[src/rtl/fa8b_rev_pkg.sv]
// Shared types and constants for the reversible dual-rail adder sequencer.
package fa8b_rev_pkg;

  localparam int unsigned W     = 8;
  localparam int unsigned CNT_W = 8;

  typedef enum logic [2:0] {
    IDLE = 3'd0,
    FWD  = 3'd1,
    CAP  = 3'd2,
    BWD  = 3'd3,
    NUL  = 3'd4
  } state_t;

  // One dual-rail bit: t is the true rail, n the complement rail.
  typedef struct packed {
    logic t;
    logic n;
  } dr_t;

  localparam dr_t DR_NULL = '{t: 1'b0, n: 1'b0};
  localparam dr_t DR_ONE  = '{t: 1'b1, n: 1'b0};
  localparam dr_t DR_ZERO = '{t: 1'b0, n: 1'b1};

  function automatic dr_t dr_bit(input logic en, input logic d);
    dr_t r;
    r = DR_NULL;
    if (en) r = d ? DR_ONE : DR_ZERO;
    return r;
  endfunction

endpackage

[src/rtl/dr_enc8.sv]
// Binary-to-dual-rail encoder; a deasserted enable yields the null spacer on every pair.
module dr_enc8
  import fa8b_rev_pkg::*;
(
  input  logic         i_en,
  input  logic [W-1:0] i_d,
  output logic [W-1:0] o_t_c,
  output logic [W-1:0] o_n_c
);

  assign o_t_c = i_en ? i_d  : '0;
  assign o_n_c = i_en ? ~i_d : '0;

endmodule

[src/rtl/fa8b_rev_seq.sv]
// Four-phase sequencer (forward, capture, backward, null) feeding the reversible 8-bit
// dual-rail adder macro, with operand and result valid/ready handshakes.
module fa8b_rev_seq
  import fa8b_rev_pkg::*;
#(
  parameter int unsigned SETTLE_CYC = 4
) (
  input  logic         clk,
  input  logic         rst_n,
  input  logic         op_valid,
  output logic         op_ready,
  input  logic [W-1:0] op_a,
  input  logic [W-1:0] op_b,
  input  logic         op_cin,
  output logic [W-1:0] a_f,
  output logic [W-1:0] a_not_f,
  output logic [W-1:0] a_b,
  output logic [W-1:0] a_not_b,
  output logic [W-1:0] b,
  output logic [W-1:0] b_not,
  output logic         c0_f,
  output logic         c0_f_not,
  output logic         c0_b,
  output logic         c0_not_b,
  input  logic [W-1:0] s,
  input  logic [W-1:0] s_not,
  input  logic         c7,
  input  logic         c7_not,
  output logic         res_valid,
  input  logic         res_ready,
  output logic [W-1:0] res_sum,
  output logic         res_cout,
  output logic         res_err
);

  localparam logic [CNT_W-1:0] CNT_LOAD = CNT_W'(SETTLE_CYC - 1);

  state_t           r_state, w_state_nxt;
  logic [CNT_W-1:0] r_cnt, w_cnt_nxt;
  logic [W-1:0]     r_a, r_b, w_a_nxt, w_b_nxt;
  logic             r_cin, w_cin_nxt;
  logic             r_idle;
  logic             w_accept, w_cap, w_done;
  logic             w_fwd_en, w_b_en, w_bwd_en;
  logic             w_rail_err;
  logic [W-1:0]     w_af_t, w_af_n, w_ab_t, w_ab_n, w_b_t, w_b_n;
  dr_t              w_c0f, w_c0b;

  // r_idle is low through reset so op_ready stays low until the first clock after release.
  assign op_ready   = r_idle && (!res_valid || res_ready);
  assign w_accept   = op_valid && op_ready;
  assign w_rail_err = (|(s ~^ s_not)) || (c7 ~^ c7_not);

  always_comb begin
    w_state_nxt = r_state;
    w_cnt_nxt   = r_cnt;
    w_cap       = 1'b0;
    w_done      = 1'b0;
    w_a_nxt     = r_a;
    w_b_nxt     = r_b;
    w_cin_nxt   = r_cin;
    case (r_state)
      IDLE: begin
        if (w_accept) begin
          w_state_nxt = FWD;
          w_cnt_nxt   = CNT_LOAD;
          w_a_nxt     = op_a;
          w_b_nxt     = op_b;
          w_cin_nxt   = op_cin;
        end
      end
      FWD: begin
        if (r_cnt == '0) w_state_nxt = CAP;
        else             w_cnt_nxt   = r_cnt - CNT_W'(1);
      end
      CAP: begin
        w_cap       = 1'b1;
        w_state_nxt = BWD;
        w_cnt_nxt   = CNT_LOAD;
      end
      BWD: begin
        if (r_cnt == '0) begin
          w_state_nxt = NUL;
          w_cnt_nxt   = CNT_LOAD;
        end else begin
          w_cnt_nxt = r_cnt - CNT_W'(1);
        end
      end
      NUL: begin
        if (r_cnt == '0) begin
          w_state_nxt = IDLE;
          w_done      = 1'b1;
        end else begin
          w_cnt_nxt = r_cnt - CNT_W'(1);
        end
      end
      default: w_state_nxt = IDLE;
    endcase
    // Rails are registered, so their enables follow the phase being entered.
    w_fwd_en = (w_state_nxt == FWD) || (w_state_nxt == CAP);
    w_bwd_en = (w_state_nxt == BWD);
    w_b_en   = w_fwd_en || w_bwd_en;
  end

  dr_enc8 u_enc_af (.i_en(w_fwd_en), .i_d(w_a_nxt), .o_t_c(w_af_t), .o_n_c(w_af_n));
  dr_enc8 u_enc_ab (.i_en(w_bwd_en), .i_d(w_a_nxt), .o_t_c(w_ab_t), .o_n_c(w_ab_n));
  dr_enc8 u_enc_b  (.i_en(w_b_en),   .i_d(w_b_nxt), .o_t_c(w_b_t),  .o_n_c(w_b_n));

  assign w_c0f = dr_bit(w_fwd_en, w_cin_nxt);
  assign w_c0b = dr_bit(w_bwd_en, w_cin_nxt);

  always_ff @(posedge clk or negedge rst_n) begin
    if (!rst_n) begin
      r_state <= IDLE;
      r_cnt   <= '0;
      r_a     <= '0;
      r_b     <= '0;
      r_cin   <= 1'b0;
      r_idle  <= 1'b0;
    end else begin
      r_state <= w_state_nxt;
      r_cnt   <= w_cnt_nxt;
      r_a     <= w_a_nxt;
      r_b     <= w_b_nxt;
      r_cin   <= w_cin_nxt;
      r_idle  <= (w_state_nxt == IDLE);
    end
  end

  always_ff @(posedge clk or negedge rst_n) begin
    if (!rst_n) begin
      a_f      <= '0;
      a_not_f  <= '0;
      a_b      <= '0;
      a_not_b  <= '0;
      b        <= '0;
      b_not    <= '0;
      c0_f     <= 1'b0;
      c0_f_not <= 1'b0;
      c0_b     <= 1'b0;
      c0_not_b <= 1'b0;
    end else begin
      a_f      <= w_af_t;
      a_not_f  <= w_af_n;
      a_b      <= w_ab_t;
      a_not_b  <= w_ab_n;
      b        <= w_b_t;
      b_not    <= w_b_n;
      c0_f     <= w_c0f.t;
      c0_f_not <= w_c0f.n;
      c0_b     <= w_c0b.t;
      c0_not_b <= w_c0b.n;
    end
  end

  // Result register: loaded only on the capture cycle, so it is stable while res_valid holds.
  always_ff @(posedge clk or negedge rst_n) begin
    if (!rst_n) begin
      res_valid <= 1'b0;
      res_sum   <= '0;
      res_cout  <= 1'b0;
      res_err   <= 1'b0;
    end else begin
      if (w_cap) begin
        res_sum  <= s;
        res_cout <= c7;
        res_err  <= w_rail_err;
      end
      if (w_done)         res_valid <= 1'b1;
      else if (res_ready) res_valid <= 1'b0;
    end
  end

endmodule
[config.mk]
export PLATFORM = sky130hd
export DESIGN_NAME = fa8b_rev_seq
export DESIGN_NICKNAME = d
export VERILOG_FILES = /design/src/rtl/fa8b_rev_pkg.sv /design/src/rtl/dr_enc8.sv /design/src/rtl/fa8b_rev_seq.sv
export SDC_FILE = /design/constraint.sdc
export NUM_CORES = 1
export LEC_CHECK = 0
export ABC_AREA = 1
export BUFFER_PORTS_ARGS = -buffer_cell sky130_fd_sc_hd__buf_2
export CELL_PAD_IN_SITES_DETAIL_PLACEMENT = 1
export CELL_PAD_IN_SITES_GLOBAL_PLACEMENT = 1
export CORE_ASPECT_RATIO = 0.5
export CORE_MARGIN = 3
export CORE_UTILIZATION = 44
export CTS_BUF_LIST = sky130_fd_sc_hd__clkbuf_8
export CTS_CLUSTER_DIAMETER = 150
export DETAILED_ROUTE_END_ITERATION = 7
export PLACE_DENSITY = 0.94
export SKIP_LAST_GASP = 1
export SLEW_MARGIN = 0
export SYNTH_ARGS = -nofsm -noshare
export SYNTH_HDL_FRONTEND = slang
export SYNTH_SLANG_ARGS = --single-unit
[constraint.sdc]
create_clock -name clk -period 5.66 [get_ports clk]
set_clock_uncertainty 0.1 [all_clocks]
set_input_delay 1.132 -clock clk [delete_from_list [all_inputs] [get_ports clk]]
set_output_delay 1.132 -clock clk [all_outputs]
set_load 0.02 [all_outputs]
==> results.py <==
metrics = {
    "timing": {
        "rsz0062_at_grt": "false",
        "period_minus_slack_ns": 3.20,
        "fin_ws_ns": 2.46,
        "hold_violations": 0,
        "setup_viol": 0,
        "fmax_ghz": 0.313,
        "period_share_pct": 56.5,
        "maxSlewViolCount": 0,
        "finalSetupTns_ns": 0,
        "maxSlewHeadroom_pct": 41.9,
        "worst_pin_slew_ns": 0.870,
    },
    "global_route": {
        "grt_pass1_wl_um": 18300,
        "grt_max_degree": 54,
        "busiest_layer": "met2",
        "gr-usage-all-layers_pct": 23.4,
        "grt_pass1_vias": 3597,
        "grt_util_met2_pct": 42.4,
        "met3_usage_pct": 7.04,
        "overflow": 0,
        "grt_use_met1_pct": 26.2,
        "antenna_found_initial": 0,
    },
    "synthesis": {
        "yosysWarnings": 0,
        "synthArstFlopShare_pct": 100,
        "synth_edf_count": 0,
        "seq_area_frac_synth_pct": 59.7,
        "synth.most_common_cell": "nand2_1",
        "synth_cell_type_count": 29,
        "synth_area_leader_cell": "dfrtp_1",
        "synth_top_flop_cell": "dfrtp_1",
        "avgSynthCellArea_um2": 9.31,
        "synthCells": 414,
        "ys_ff_latch": 92,
        "netlist.area_leader.share_pct": 59.7,
        "syn-num-nets": 454,
        "synth_common_cells": "110 x nand2_1, 92 x dfrtp_1, 61 x inv_1",
        "syn-cell-area_um2": 3860,
        "ys_top_cells_by_area": "dfrtp_1 60%, nand2_1 11%, inv_1 5.9%",
    },
    "layout": {
        "area_delta_synth_final_pct": 19.2,
        "seq_area_um2": 2300,
        "final_nets": 557,
        "antennaDiodeCount": 0,
        "drive_gt1_share_pct": 30.7,
        "multi_input_area_um2": 1190,
        "stdcell_area_um2": 4600,
        "final.fill_count": 992,
        "fin_util_pct": 55.7,
    },
    "floorplan": {
        "dieArea_um2": 9990,
        "chipHeight_um": 72.2,
        "start_util_pct": 46.7,
        "die_x_um": 138,
        "io_pins": 103,
        "core_um2": 8260,
        "rows": 23,
    },
    "power": {
        "finalPower_w": 0.00108,
        "netSwitchingPower_w": 0.000248,
        "combPwrFrac_pct": 3.5,
        "clock_power_share_pct": 36.0,
        "peakVddDrop_mv": 0.109,
        "seqPwrFrac_pct": 60.5,
        "swShare_pct": 22.8,
        "leakage_nw": 2.61,
        "p_per_area_nw_per_um2": 236,
        "internal-power_w": 0.000837,
    },
    "setup_path": {
        "r2r-start": "r_state[2]$_DFF_PN0_",
        "reg2regPathDepth": 7,
        "critPathLaunch": "r_state[2]$_DFF_PN0_",
        "crit_fanout": 21,
        "cp.arrival_ns": 3.35,
        "cp_data_required_time_ns": 5.81,
        "crit_type": "flop to flop",
        "worstSetupEndpointType": "flop",
        "startpoint_type": "flop",
    },
    "clock_network": {
        "insertion_delay_ns": 0.36,
        "cts.clk_slew.worst_paths_ns": 0.09,
        "cts_sinks": 92,
        "cts_setup_buffers": 0,
        "cts-root-buf": "clkbuf_8",
        "cts_made_buffers": 9,
        "postCtsHoldBufs": 0,
        "cts-htree-levels": 3,
        "tritoncts": "done",
        "cts_buffer_depth": 2,
        "ctsResizeCount": 0,
    },
    "drt": {
        "wirelength_um": 11000,
        "drc": 0,
        "vias": 3159,
        "routedWlPerCell_um": 17.4,
        "drtIter0Drc": 201,
        "via_per_inst": 4.98,
        "drtPass1Iterations": 5,
        "ant_nets": 0,
    },
    "status": {
        "status": "complete, no violations",
    },
    "run": {
        "maxCapViolCount": 0,
    },
    "placement": {
        "gp_congestion": 0.814,
        "numPortBuffers": 102,
        "placed_cell_area_um2": 4430,
        "hpwl_um": 7620,
        "dpl_worst_slack_ns": 2.58,
    },
    "worst_hold_path": {
        "worstHoldPathType": "flop to flop",
        "worstHoldPathCells": 2,
        "hold_start": "res_sum[2]$_DFFE_PN0P_",
    },
}
==> final timing paths <==
kind | end | slack [ns]
min in group asynchronous | a_not_f[5]$_DFF_PN0_ | 0.63
worst min register to register | res_sum[2]$_DFFE_PN0P_ | 0.40
worst max register to register | b_not[6]$_DFF_PN0_ | 2.46
worst min-delay path | res_sum[2]$_DFFE_PN0P_ | 0.40
worst max-delay path | b_not[6]$_DFF_PN0_ | 2.46
max in group asynchronous | a_not_f[2]$_DFF_PN0_ | 3.78
==> metrics by stage <==
| step | hold WS, ns | instances |
|---|---|---|
| 6_report | 0.398 | 634 |
| 5_1_grt | 0.432 | 634 |
| 4_1_cts | 0.398 | 634 |
| 3_5_place_dp | 0.375 | 618 |
| 3_3_place_gp | 0.360 | 618 |
| 2_1_floorplan | 0.371 | 414 |
==> layout make-up <==
| class | count | share of cell area (%) |
|---|---|---|
| Timing Repair Buffer | 103 | 11.3 |
| Inverter | 72 | 5.88 |
| Clock buffer | 10 | 2.99 |
| Clock inverter | 6 | 0.707 |
| Tap cell | 112 | 3.05 |
| Multi-Input combinational cell | 239 | 26.0 |
| Sequential cell | 92 | 50.1 |
==> routing by layer <==
| layer | vias up | part of all wire (%) |
|---|---|---|
| li1 | 1447 | - |
| met1 | 1580 | 39 |
| met2 | 95 | 52 |
| met3 | 37 | 5.2 |
| met4 | 0 | 3.2 |
| met5 | - | 0 |
==> kinds of logic (layout without fill, tap and decap cells) <==
group	count (synthesis)	after routing	share of synthesized area, %
and+or+nand+nor	201	201	24.3
DFF	92	92	59.7
buffers and inverters	83	191	9.31
AOI/OAI and AO/OA	32	32	5.19
xor gates and xnor gates	5	5	1.14
adders and majority gates	1	1	0.324
==> registers in the layout, indices dropped and copies added, names as in the netlist <==
signal     flops
b_not          8
c0_not_b       1
r_cnt          8
res_valid      1
a_f            8
r_b            8
c0_f           1
c0_b           1
res_cout       1
a_not_b        8
a_b            8
res_err        1
res_sum        8
r_state        3
r_cin          1
c0_f_not       1
b              8
r_a            8
a_not_f        8
r_idle         1
==> cells in the final DEF, fill, tap and decap left out <==
master,n
a21oi_1,2
clkinv_2,2
o31ai_1,1
nor2_8,1
nor2_1,47
nand2_1,110
inv_1,63
xor2_1,4
o21ai_2,9
nor2_2,3
and2_4,1
nor2_4,13
clkinvlp_4,2
dfrtp_1,92
clkbuf_8,10
nand4_1,9
o22ai_1,1
buf_4,2
ha_1,1
or2_2,1
nor3_1,1
o21ai_0,18
inv_2,11
nand3_2,2
a21boi_0,1
buf_2,101
xnor2_1,1
nand3_1,11
nand2_2,2
==> critical path: stages, from the launching register on <==
cell     delay, ns
dfrtp_1       0.46
inv_1         0.17
nand3_1       0.39
inv_1         0.33
nor2_2        0.76
nand3_2       0.54
nand2_1       0.23
inv_1         0.09
==> power groups by stage <==
stage | clock network (W) | registers (W) | logic (W)
after floorplan | 0 | 0.000670 | 0.00000670
after global placement | 0 | 0.000670 | 0.0000365
after detailed placement | 0 | 0.000670 | 0.0000384
after CTS | 0.000398 | 0.000657 | 0.0000389
after global routing | 0.000432 | 0.000657 | 0.0000431
final | 0.000390 | 0.000657 | 0.0000377
Note: power is estimated with default switching activity, not from simulation.
